### src/rtl/pipe_pkg.sv
// Shared types for the pipeline stage register: FSM state encoding and the
// occupancy width. The state encoding doubles as the entry count.
// Optional build macro used by this slice: PIPE_STAGE_FLUSH_DATA_EN.
package pipe_pkg;

  localparam int OCC_W = 2;

  typedef enum logic [OCC_W-1:0] {
    ST_EMPTY = 2'd0,
    ST_ONE   = 2'd1,
    ST_FULL  = 2'd2
  } state_t;

  // Entries held in each state.
  function automatic logic [OCC_W-1:0] occ_of(input state_t st);
    case (st)
      ST_ONE:  occ_of = 2'd1;
      ST_FULL: occ_of = 2'd2;
      default: occ_of = 2'd0;
    endcase
  endfunction

endpackage

### src/rtl/pipe_slot.sv
// One instruction holding register: valid bit, control fields, data fields.
// Latency: load visible one cycle later. Backpressure: none, the owner decides.
// Ports: clk, rst_n (async active-low), load/in_ctrl/in_data write the slot;
//   clear kills valid and ctrl (clear_data additionally zeroes data);
//   valid/ctrl/data are the registered contents. clear wins over load.
module pipe_slot #(
  parameter int CTRL_W = 16,
  parameter int DATA_W = 128
) (
  input  logic              clk,
  input  logic              rst_n,
  input  logic              load,
  input  logic              clear,
  input  logic              clear_data,
  input  logic [CTRL_W-1:0] in_ctrl,
  input  logic [DATA_W-1:0] in_data,
  output logic              valid,
  output logic [CTRL_W-1:0] ctrl,
  output logic [DATA_W-1:0] data
);

  always_ff @(posedge clk or negedge rst_n) begin
    if (!rst_n) begin
      valid <= 1'b0;
      ctrl  <= '0;
      data  <= '0;
    end else if (clear) begin
      // Zeroed control fields make the slot read as a NOP bubble.
      valid <= 1'b0;
      ctrl  <= '0;
      if (clear_data) data <= '0;
    end else if (load) begin
      valid <= 1'b1;
      ctrl  <= in_ctrl;
      data  <= in_data;
    end
  end

endmodule

### src/rtl/pipe_stage_reg.sv
// Pipeline stage register built as a two-slot skid buffer (main + skid).
// Latency: 1 cycle; 1 instruction/cycle while out_ready is high.
// Backpressure: in_ready is registered (= skid slot empty), so a downstream
// stall is absorbed by the skid slot without a combinational ready path.
// Ports: in_valid/in_ready/in_ctrl/in_data upstream handshake; out_valid/
//   out_ready/out_ctrl/out_data downstream handshake; flush kills everything
//   held (an input accepted in the flush cycle is dropped); occupancy = 0..2.
// Build macro PIPE_STAGE_FLUSH_DATA_EN: flush also zeroes the data fields;
//   by default data fields keep stale values on flush.
module pipe_stage_reg
  import pipe_pkg::*;
#(
  parameter int CTRL_W = 16,
  parameter int DATA_W = 128
) (
  input  logic              clk,
  input  logic              rst_n,
  input  logic              in_valid,
  output logic              in_ready,
  input  logic [CTRL_W-1:0] in_ctrl,
  input  logic [DATA_W-1:0] in_data,
  input  logic              flush,
  output logic              out_valid,
  input  logic              out_ready,
  output logic [CTRL_W-1:0] out_ctrl,
  output logic [DATA_W-1:0] out_data,
  output logic [OCC_W-1:0]  occupancy
);

  state_t state, state_nxt;

  logic in_fire, out_fire;

  logic main_load, main_clear, main_from_skid;
  logic skid_load, skid_clear;
  logic clear_data;

  logic              skid_valid;
  logic [CTRL_W-1:0] skid_ctrl;
  logic [DATA_W-1:0] skid_data;

  logic [CTRL_W-1:0] main_in_ctrl;
  logic [DATA_W-1:0] main_in_data;

  // Both terms come straight from registers, so in_ready never sees
  // out_ready or flush combinationally.
  assign in_ready  = ~skid_valid;
  assign occupancy = occ_of(state);

  assign in_fire  = in_valid & in_ready;
  assign out_fire = out_valid & out_ready;

`ifdef PIPE_STAGE_FLUSH_DATA_EN
  assign clear_data = flush;
`else
  assign clear_data = 1'b0;
`endif

  // State register
  always_ff @(posedge clk or negedge rst_n) begin
    if (!rst_n) state <= ST_EMPTY;
    else        state <= state_nxt;
  end

  // Next-state logic
  always_comb begin
    state_nxt = state;
    if (flush) begin
      state_nxt = ST_EMPTY;
    end else begin
      case (state)
        ST_EMPTY: if (in_fire) state_nxt = ST_ONE;
        ST_ONE: begin
          if (in_fire && !out_fire)      state_nxt = ST_FULL;
          else if (!in_fire && out_fire) state_nxt = ST_EMPTY;
        end
        ST_FULL:  if (out_fire) state_nxt = ST_ONE;
        default:  state_nxt = ST_EMPTY;
      endcase
    end
  end

  // Slot control outputs
  always_comb begin
    main_load      = 1'b0;
    main_clear     = 1'b0;
    main_from_skid = 1'b0;
    skid_load      = 1'b0;
    skid_clear     = 1'b0;
    if (flush) begin
      // An out_fire this cycle has already been taken downstream; an
      // in_fire is simply not captured.
      main_clear = 1'b1;
      skid_clear = 1'b1;
    end else begin
      case (state)
        ST_EMPTY: main_load = in_fire;
        ST_ONE: begin
          if (in_fire && out_fire) main_load = 1'b1;
          else if (in_fire)        skid_load = 1'b1;
          else if (out_fire)       main_clear = 1'b1; // keep bubble ctrl at zero
        end
        ST_FULL: begin
          if (out_fire) begin
            main_load      = 1'b1;
            main_from_skid = 1'b1;
            skid_clear     = 1'b1;
          end
        end
        default: begin
          main_clear = 1'b1;
          skid_clear = 1'b1;
        end
      endcase
    end
  end

  assign main_in_ctrl = main_from_skid ? skid_ctrl : in_ctrl;
  assign main_in_data = main_from_skid ? skid_data : in_data;

  pipe_slot #(.CTRL_W(CTRL_W), .DATA_W(DATA_W)) u_main (
    .clk        (clk),
    .rst_n      (rst_n),
    .load       (main_load),
    .clear      (main_clear),
    .clear_data (clear_data),
    .in_ctrl    (main_in_ctrl),
    .in_data    (main_in_data),
    .valid      (out_valid),
    .ctrl       (out_ctrl),
    .data       (out_data)
  );

  pipe_slot #(.CTRL_W(CTRL_W), .DATA_W(DATA_W)) u_skid (
    .clk        (clk),
    .rst_n      (rst_n),
    .load       (skid_load),
    .clear      (skid_clear),
    .clear_data (clear_data),
    .in_ctrl    (in_ctrl),
    .in_data    (in_data),
    .valid      (skid_valid),
    .ctrl       (skid_ctrl),
    .data       (skid_data)
  );

endmodule
### config.mk
export PLATFORM = sky130hd
export DESIGN_NAME = pipe_stage_reg
export DESIGN_NICKNAME = d
export VERILOG_FILES = /design/src/rtl/pipe_pkg.sv /design/src/rtl/pipe_slot.sv /design/src/rtl/pipe_stage_reg.sv
export SDC_FILE = /design/constraint.sdc
export NUM_CORES = 1
export LEC_CHECK = 0
export CAP_MARGIN = 20
export CORE_UTILIZATION = 45
export CTS_BUF_LIST = sky130_fd_sc_hd__clkbuf_8 sky130_fd_sc_hd__clkbuf_16
export DETAILED_ROUTE_END_ITERATION = 16
export PLACE_DENSITY = 0.83
export SYNTH_ARGS = -nofsm -noshare
export SYNTH_HDL_FRONTEND = slang
export SYNTH_SLANG_ARGS = --single-unit
### constraint.sdc
create_clock -name clk -period 2.1 [get_ports clk]
set_input_delay 0.42 -clock clk [delete_from_list [all_inputs] [get_ports clk]]
set_output_delay 0.42 -clock clk [all_outputs]
set_load 0.1 [all_outputs]
==> results.toml, run 1 <==
[clocking]
cts_buffer_depth = 3
path_clk_slew_ns = 0.06
ctsResizeCount = 0
cts_sinks = 292
numCtsBuffers = 31
root_buffer = "clkbuf_16"
insertion_delay_ns = 0.55
cts_tree = "yes"
h-tree-depth = 1

[synthesis]
netlist_area_um2 = 12450
seq_area_frac_synth_pct = 58.71
synth_seq_cells = 292
syn_inst = 965
yosysTopAreaCellShare_pct = 58.71
synth.distinct_cells = 36
synthesis.nets = 1114
avgSynthCellArea_um2 = 12.90
synthTopCellsByArea = "dfrtp_1, mux2i_1, o21ai_0, mux2_2, mux2_1"
ys.warnings.count = 0
yosysTopAreaCell = "dfrtp_1"

[pwr]
p_comb_share_pct = 40.9
peakVddDrop_mv = 0.8775
swShare_pct = 43.82
power.internal_mw = 13.23
switchingPower_mw = 10.32
power.total_mw = 23.56
p_leak_nw = 8.369
powerDensity_nw_per_um2 = 1395
p_clk_share_pct = 22.7
seqPwrFrac_pct = 36.4

[global_routing]
grt_max_degree = 136
grt_usage_pct = 22.80
grt_pass1_wl_mm = 51.74
grt_pass1_vias = 9718
grt-ovfl-total = 0
antenna_found_initial = 1

[drt]
wl_per_cell_um = 19.66
antenna_left = 0
drt-initial-drc-count = 482
detail_route.vias_per_cell = 5.549
drcViolationCount = 0
dr.pass1.iters = 4
via_count = 9140
drt_wl_total_mm = 32.39

[timing]
fin_setup_tns_ns = 0
period_share_pct = 94.16
worstMarginPinSlew_ns = 0.5706
max_freq_mhz = 505.7
slew_viol_final = 0
slew_headroom_pct = 61.96
fin_skew_ns = 0.01488
setup_viol = 0
min_period_ns = 1.977
rsz0062_at_grt = "no"
hold_violations = 0

[finish]
area_growth_pct = 35.67
final_common_cell = "dfrtp_1"
nets = 1430
nFillCells = 2059
final_cell_mix = "dfrtp_1, o21ai_0, buf_4, clkdlybuf4s50_1, mux2i_1"
drive_gt1_share_pct = 28.97

[critical_path]
rr_worst_depth = 5
crit_start = "state[1]"
worstSetupEndpointType = "output pin"
critical_path.endpoint = "occupancy[1]"
arrival_ns = 1.56
crit_buf_inv = 1
cp-start-kind = "register"
cp.required_ns = 1.68
critPathKind = "register to output pin"
worst-path-stages = 2
reg2reg_to = "u_skid.data[66]"
slowest_stage = "dfrtp_1"
max_stage_delay_ns = 0.56
crit_path_cell_trace = "and2b_2 -> buf_12"
crit_family = "flip-flops"
reg2reg_slack_ns = 0.14
worstPathMaxFanout = 9
r2r_start = "u_main.valid"

[run]
drv_cap = 0

[die]
core_um2 = 27030
row_count = 60
ios = 297
die_x_um = 168.3
fp.dieArea_um2 = 28330
initial_core_util_pct = 46.05
die_h_um = 168.3

[outcome]
status = "finished clean"

[min_path]
hold_path_class = "input pin to asynchronous set/reset pin"

[placement]
dpl.hpwl_mm = 21.51
portBuffers = 296
gp_congestion = 0.8304
==> sequential cells by signal, indices dropped and copies added (netlist names) <==
| name | cells |
|---|---|
| u_skid.valid | 1 |
| u_main.data | 128 |
| state | 2 |
| u_skid.ctrl | 16 |
| u_main.valid | 1 |
| u_skid.data | 128 |
| u_main.ctrl | 16 |
==> Yosys cell counts <==
library cell and instances:
a22oi_1 1, and2b_1 1, buf_6 9, buf_4 19
a32oi_1 1, nand2b_1 1, a21boi_0 1, a22o_1 16
nor2_1 3, or2_2 2, o22a_1 1, and2_1 1
nor4_1 1, inv_1 3, o2bb2ai_1 16, o21ai_1 31
mux2i_1 145, clkbuf_1 22, mux2_1 33, clkbuf_2 7
a21oi_1 2, a211oi_1 1, nand2_1 1, or2_1 1
buf_2 16, nor4_2 1, nor3b_2 2, a21bo_2 1
mux2_2 95, dfrtp_1 292, clkbuf_4 2, nand3b_1 1
o21ai_0 228, nand3_1 1, buf_1 6, a21oi_2 1
==> layout make-up <==
type	instances	area, um^2	area share (%)
diodes	1	2.502	0.01482
flip-flops and latches	292	7308	43.28
repair buffers	364	3458	20.48
well taps	341	426.7	2.527
clock inverters	20	151.4	0.8966
multi-input cells	589	4668	27.65
clock buffers	37	858.3	5.083
inverters	3	11.26	0.06669
==> routing by layer <==
layer	part of all wire, %	GRT usage, %	vias to the layer above
li1	-	-	4146
met1	42	29.38	4623
met2	49	38.41	298
met3	5.1	3.503	73
met4	3.9	9.605	0
met5	0	0	-
==> kinds of logic (layout without fill, tap and decap cells) <==
group / Yosys count / in the layout / share of synthesized area [%]
other: 0 / 1 / 0
muxes: 273 / 273 / 23.24
buffers and inverters: 84 / 424 / 3.941
AOI/OAI and AO/OA: 300 / 300 / 13.22
and+or+nand+nor: 16 / 16 / 0.8847
DFF: 292 / 292 / 58.71
==> worst min-delay path by stage <==
| stage | from | endpoint | slack, ns | cells past startpoint |
|---|---|---|---|---|
| finish | rst_n | u_skid.data[17] | 0.41 | 2 |
| floorplan | rst_n | state[0] | 0.12 | 0 |
| global placement | rst_n | u_main.data[25] | 0.40 | 1 |
| global route | flush | state[1] | 0.40 | 3 |
| detailed placement | rst_n | u_main.data[28] | 0.42 | 1 |
| CTS | flush | state[1] | 0.39 | 3 |
==> power by group through the flow <==
stage	clock [mW]	combinational, mW	sequential [mW]
6_report	5.34	9.63	8.58
5_1_grt	5.68	10.0	8.80
4_1_cts	5.46	9.68	8.57
3_5_place_dp	0	9.66	8.63
3_3_place_gp	0	9.48	8.53
2_1_floorplan	0	1.98	13.7
==> through the flow <==
stage	setup WS [ns]	utilization, %	instances	cell area [um^2]	hold slack [ns]
floorplan	0.08242	-	965	12450	0.1244
CTS	0.05615	62.41	1644	16870	0.3907
global placement	-0.2729	58.64	1586	15850	0.4037
finish	0.1226	62.48	1647	16880	0.4094
detailed placement	-0.3071	58.64	1586	15850	0.4151
global route	0.05360	62.48	1647	16880	0.4008
==> what timing repair did <==
item | 4_1_cts | 5_1_grt
hold buffers | 1 | 0
endpoints found under the setup margin | 0 | 1
endpoints found under the hold margin | 47 | 0
setup buffers | 0 | 2
No activity file was read; power rests on OpenSTA's default activity.
==> inputs of run 2 (changes only) <==
--- a/config.mk
+++ b/config.mk
@@ -6,10 +6,12 @@
 export NUM_CORES = 1
 export LEC_CHECK = 0
 export CAP_MARGIN = 20
-export CORE_UTILIZATION = 45
+export CELL_PAD_IN_SITES_DETAIL_PLACEMENT = 0
+export CELL_PAD_IN_SITES_GLOBAL_PLACEMENT = 1
+export CORE_UTILIZATION = 40
 export CTS_BUF_LIST = sky130_fd_sc_hd__clkbuf_8 sky130_fd_sc_hd__clkbuf_16
 export DETAILED_ROUTE_END_ITERATION = 16
-export PLACE_DENSITY = 0.83
+export PLACE_DENSITY = 0.91
 export SYNTH_ARGS = -nofsm -noshare
 export SYNTH_HDL_FRONTEND = slang
 export SYNTH_SLANG_ARGS = --single-unit
==> results.toml, run 2 (same netlist as run 1, synthesis figures left out) <==
[outcome]
status = "finished clean"

[placement]
portBuffers = 296
dp_cells = 1629
dpl.hpwl_mm = 21.06
gp_congestion = 0.7662

[finish]
final_cells = 1688
nets = 1419
final_cell_mix = "dfrtp_1, o21ai_0, buf_4, clkdlybuf4s50_1, mux2i_1"
area_growth_pct = 35.54
postLayoutCoreUtil_pct = 55.15
regArea_um2 = 7308
multi_input_area_um2 = 4668
top_regs = "u_main.data: 128 flops, u_skid.data: 128 flops"
drive_gt1_share_pct = 27.91
final_common_cell = "dfrtp_1"
nFillCells = 2569

[pwr]
peakVddDrop_mv = 1.117
p_leak_nw = 8.333
powerDensity_nw_per_um2 = 1414

[timing]
rsz0062_at_grt = "no"
period_share_pct = 91.80
slew_viol_final = 0
fin_skew_ns = 0.009351
setup_viol = 0
min_period_ns = 1.928
slew_headroom_pct = 66.55
worstMarginPinSlew_ns = 0.5018
max_freq_mhz = 518.7
hold_violations = 0

[global_routing]
antenna_found_initial = 2
grt_pass1_wl_mm = 49.92
grt_max_degree = 87
grt_usage_pct = 19.91
grt_pass1_vias = 9167
grt-ovfl-total = 0

[critical_path]
critical_path.endpoint = "occupancy[1]"
cp.required_ns = 1.68
cp-start-kind = "register"
crit_family = "flip-flops"
reg2reg_to = "u_skid.data[85]"
reg2reg_slack_ns = 0.17
critPathKind = "register to output pin"
worst-path-stages = 2
worstSetupEndpointType = "output pin"
crit_buf_inv = 1
slowest_stage = "dfrtp_1"
max_stage_delay_ns = 0.55
arrival_ns = 1.51
rr_worst_depth = 5
crit_start = "state[1]"
r2r_start = "state[0]"
crit_path_cell_trace = "and2b_2 -> buf_12"
worstPathMaxFanout = 9

[die]
die_x_um = 178.4
ios = 297
core_um2 = 30590
die_h_um = 178.4
row_count = 64
fp.dieArea_um2 = 31820
initial_core_util_pct = 40.69

[clocking]
path_clk_slew_ns = 0.06
insertion_delay_ns = 0.49
h-tree-depth = 2
cts_tree = "yes"
post_cts_buffers = 0
numCtsBuffers = 34
cts_sinks = 292
cts_buffer_depth = 3
root_buffer = "clkbuf_16"

[drt]
antenna_left = 0
drcViolationCount = 0
via_count = 8895
dr_wl_met3_mm = 1.904
detail_route.vias_per_cell = 5.270
drt-initial-drc-count = 397
wl_met2_mm = 14.97
drt_wl_total_mm = 31.80
wl_met1_mm = 13.61
wl_per_cell_um = 18.84
dr.pass1.iters = 5
top_layer_used = "met4"

[min_path]
hold_path_class = "input pin to asynchronous set/reset pin"

[run]
drv_cap = 0
-- run 2: worst min path at each step --
stage,start,end
3_5_place_dp,rst_n,u_main.ctrl[14]
3_3_place_gp,rst_n,u_main.ctrl[7]
6_report,rst_n,u_main.ctrl[11]
5_1_grt,rst_n,u_main.ctrl[11]
2_1_floorplan,rst_n,state[0]
4_1_cts,rst_n,u_main.ctrl[14]
-- run 2: worst reg2reg max path: stages, from the launching register on --
cell,delay [ns]
dfrtp_1,0.45
a21bo_2,0.28
nor4_4,0.26
buf_4,0.24
buf_4,0.23
mux2_2,0.35
-- run 2: final cells by class --
type	count	share of cell area [%]
tap	396	2.937
inverter	3	0.06676
clock inverter	12	0.4747
timing repair buffer	350	19.43
clock buffer	44	6.060
antenna	2	0.02967
multi-input combinational	589	27.67
sequential	292	43.32
-- run 2: power breakdown --
group          internal [mW]  leakage, nW  switching, mW
Clock                   3.52        0.568           2.22
Combinational           2.53         4.14           7.06
Sequential              7.54         3.63          0.990
Total                   13.6         8.33           10.3
-- run 2: layer usage --
metal	global-route usage, %	vias to the layer above
li1	-	4107
met1	26.20	4481
met2	31.22	232
met3	4.710	75
met4	8.792	0
met5	0	-
-- run 2: metrics by stage --
| stage | cell area [um^2] | hold WS [ns] | setup TNS [ns] | power, mW | worst slack (ns) |
|---|---|---|---|---|---|
| 2_1_floorplan | 12450 | 0.1244 | 0 | 15.64 | 0.08242 |
| 3_3_place_gp | 15750 | 0.3810 | -28.64 | 17.99 | -0.1859 |
| 3_5_place_dp | 15750 | 0.3825 | -32.98 | 18.23 | -0.2043 |
| 4_1_cts | 16860 | 0.4320 | 0 | 24.07 | 0.1378 |
| 5_1_grt | 16870 | 0.4659 | 0 | 24.91 | 0.05624 |
| 6_report | 16870 | 0.4489 | 0 | 23.86 | 0.1722 |
-- run 2: timing repair --
item	CTS	global route
hold endpoints to repair	46	0
hold buffers	1	0
resized for setup	0	0
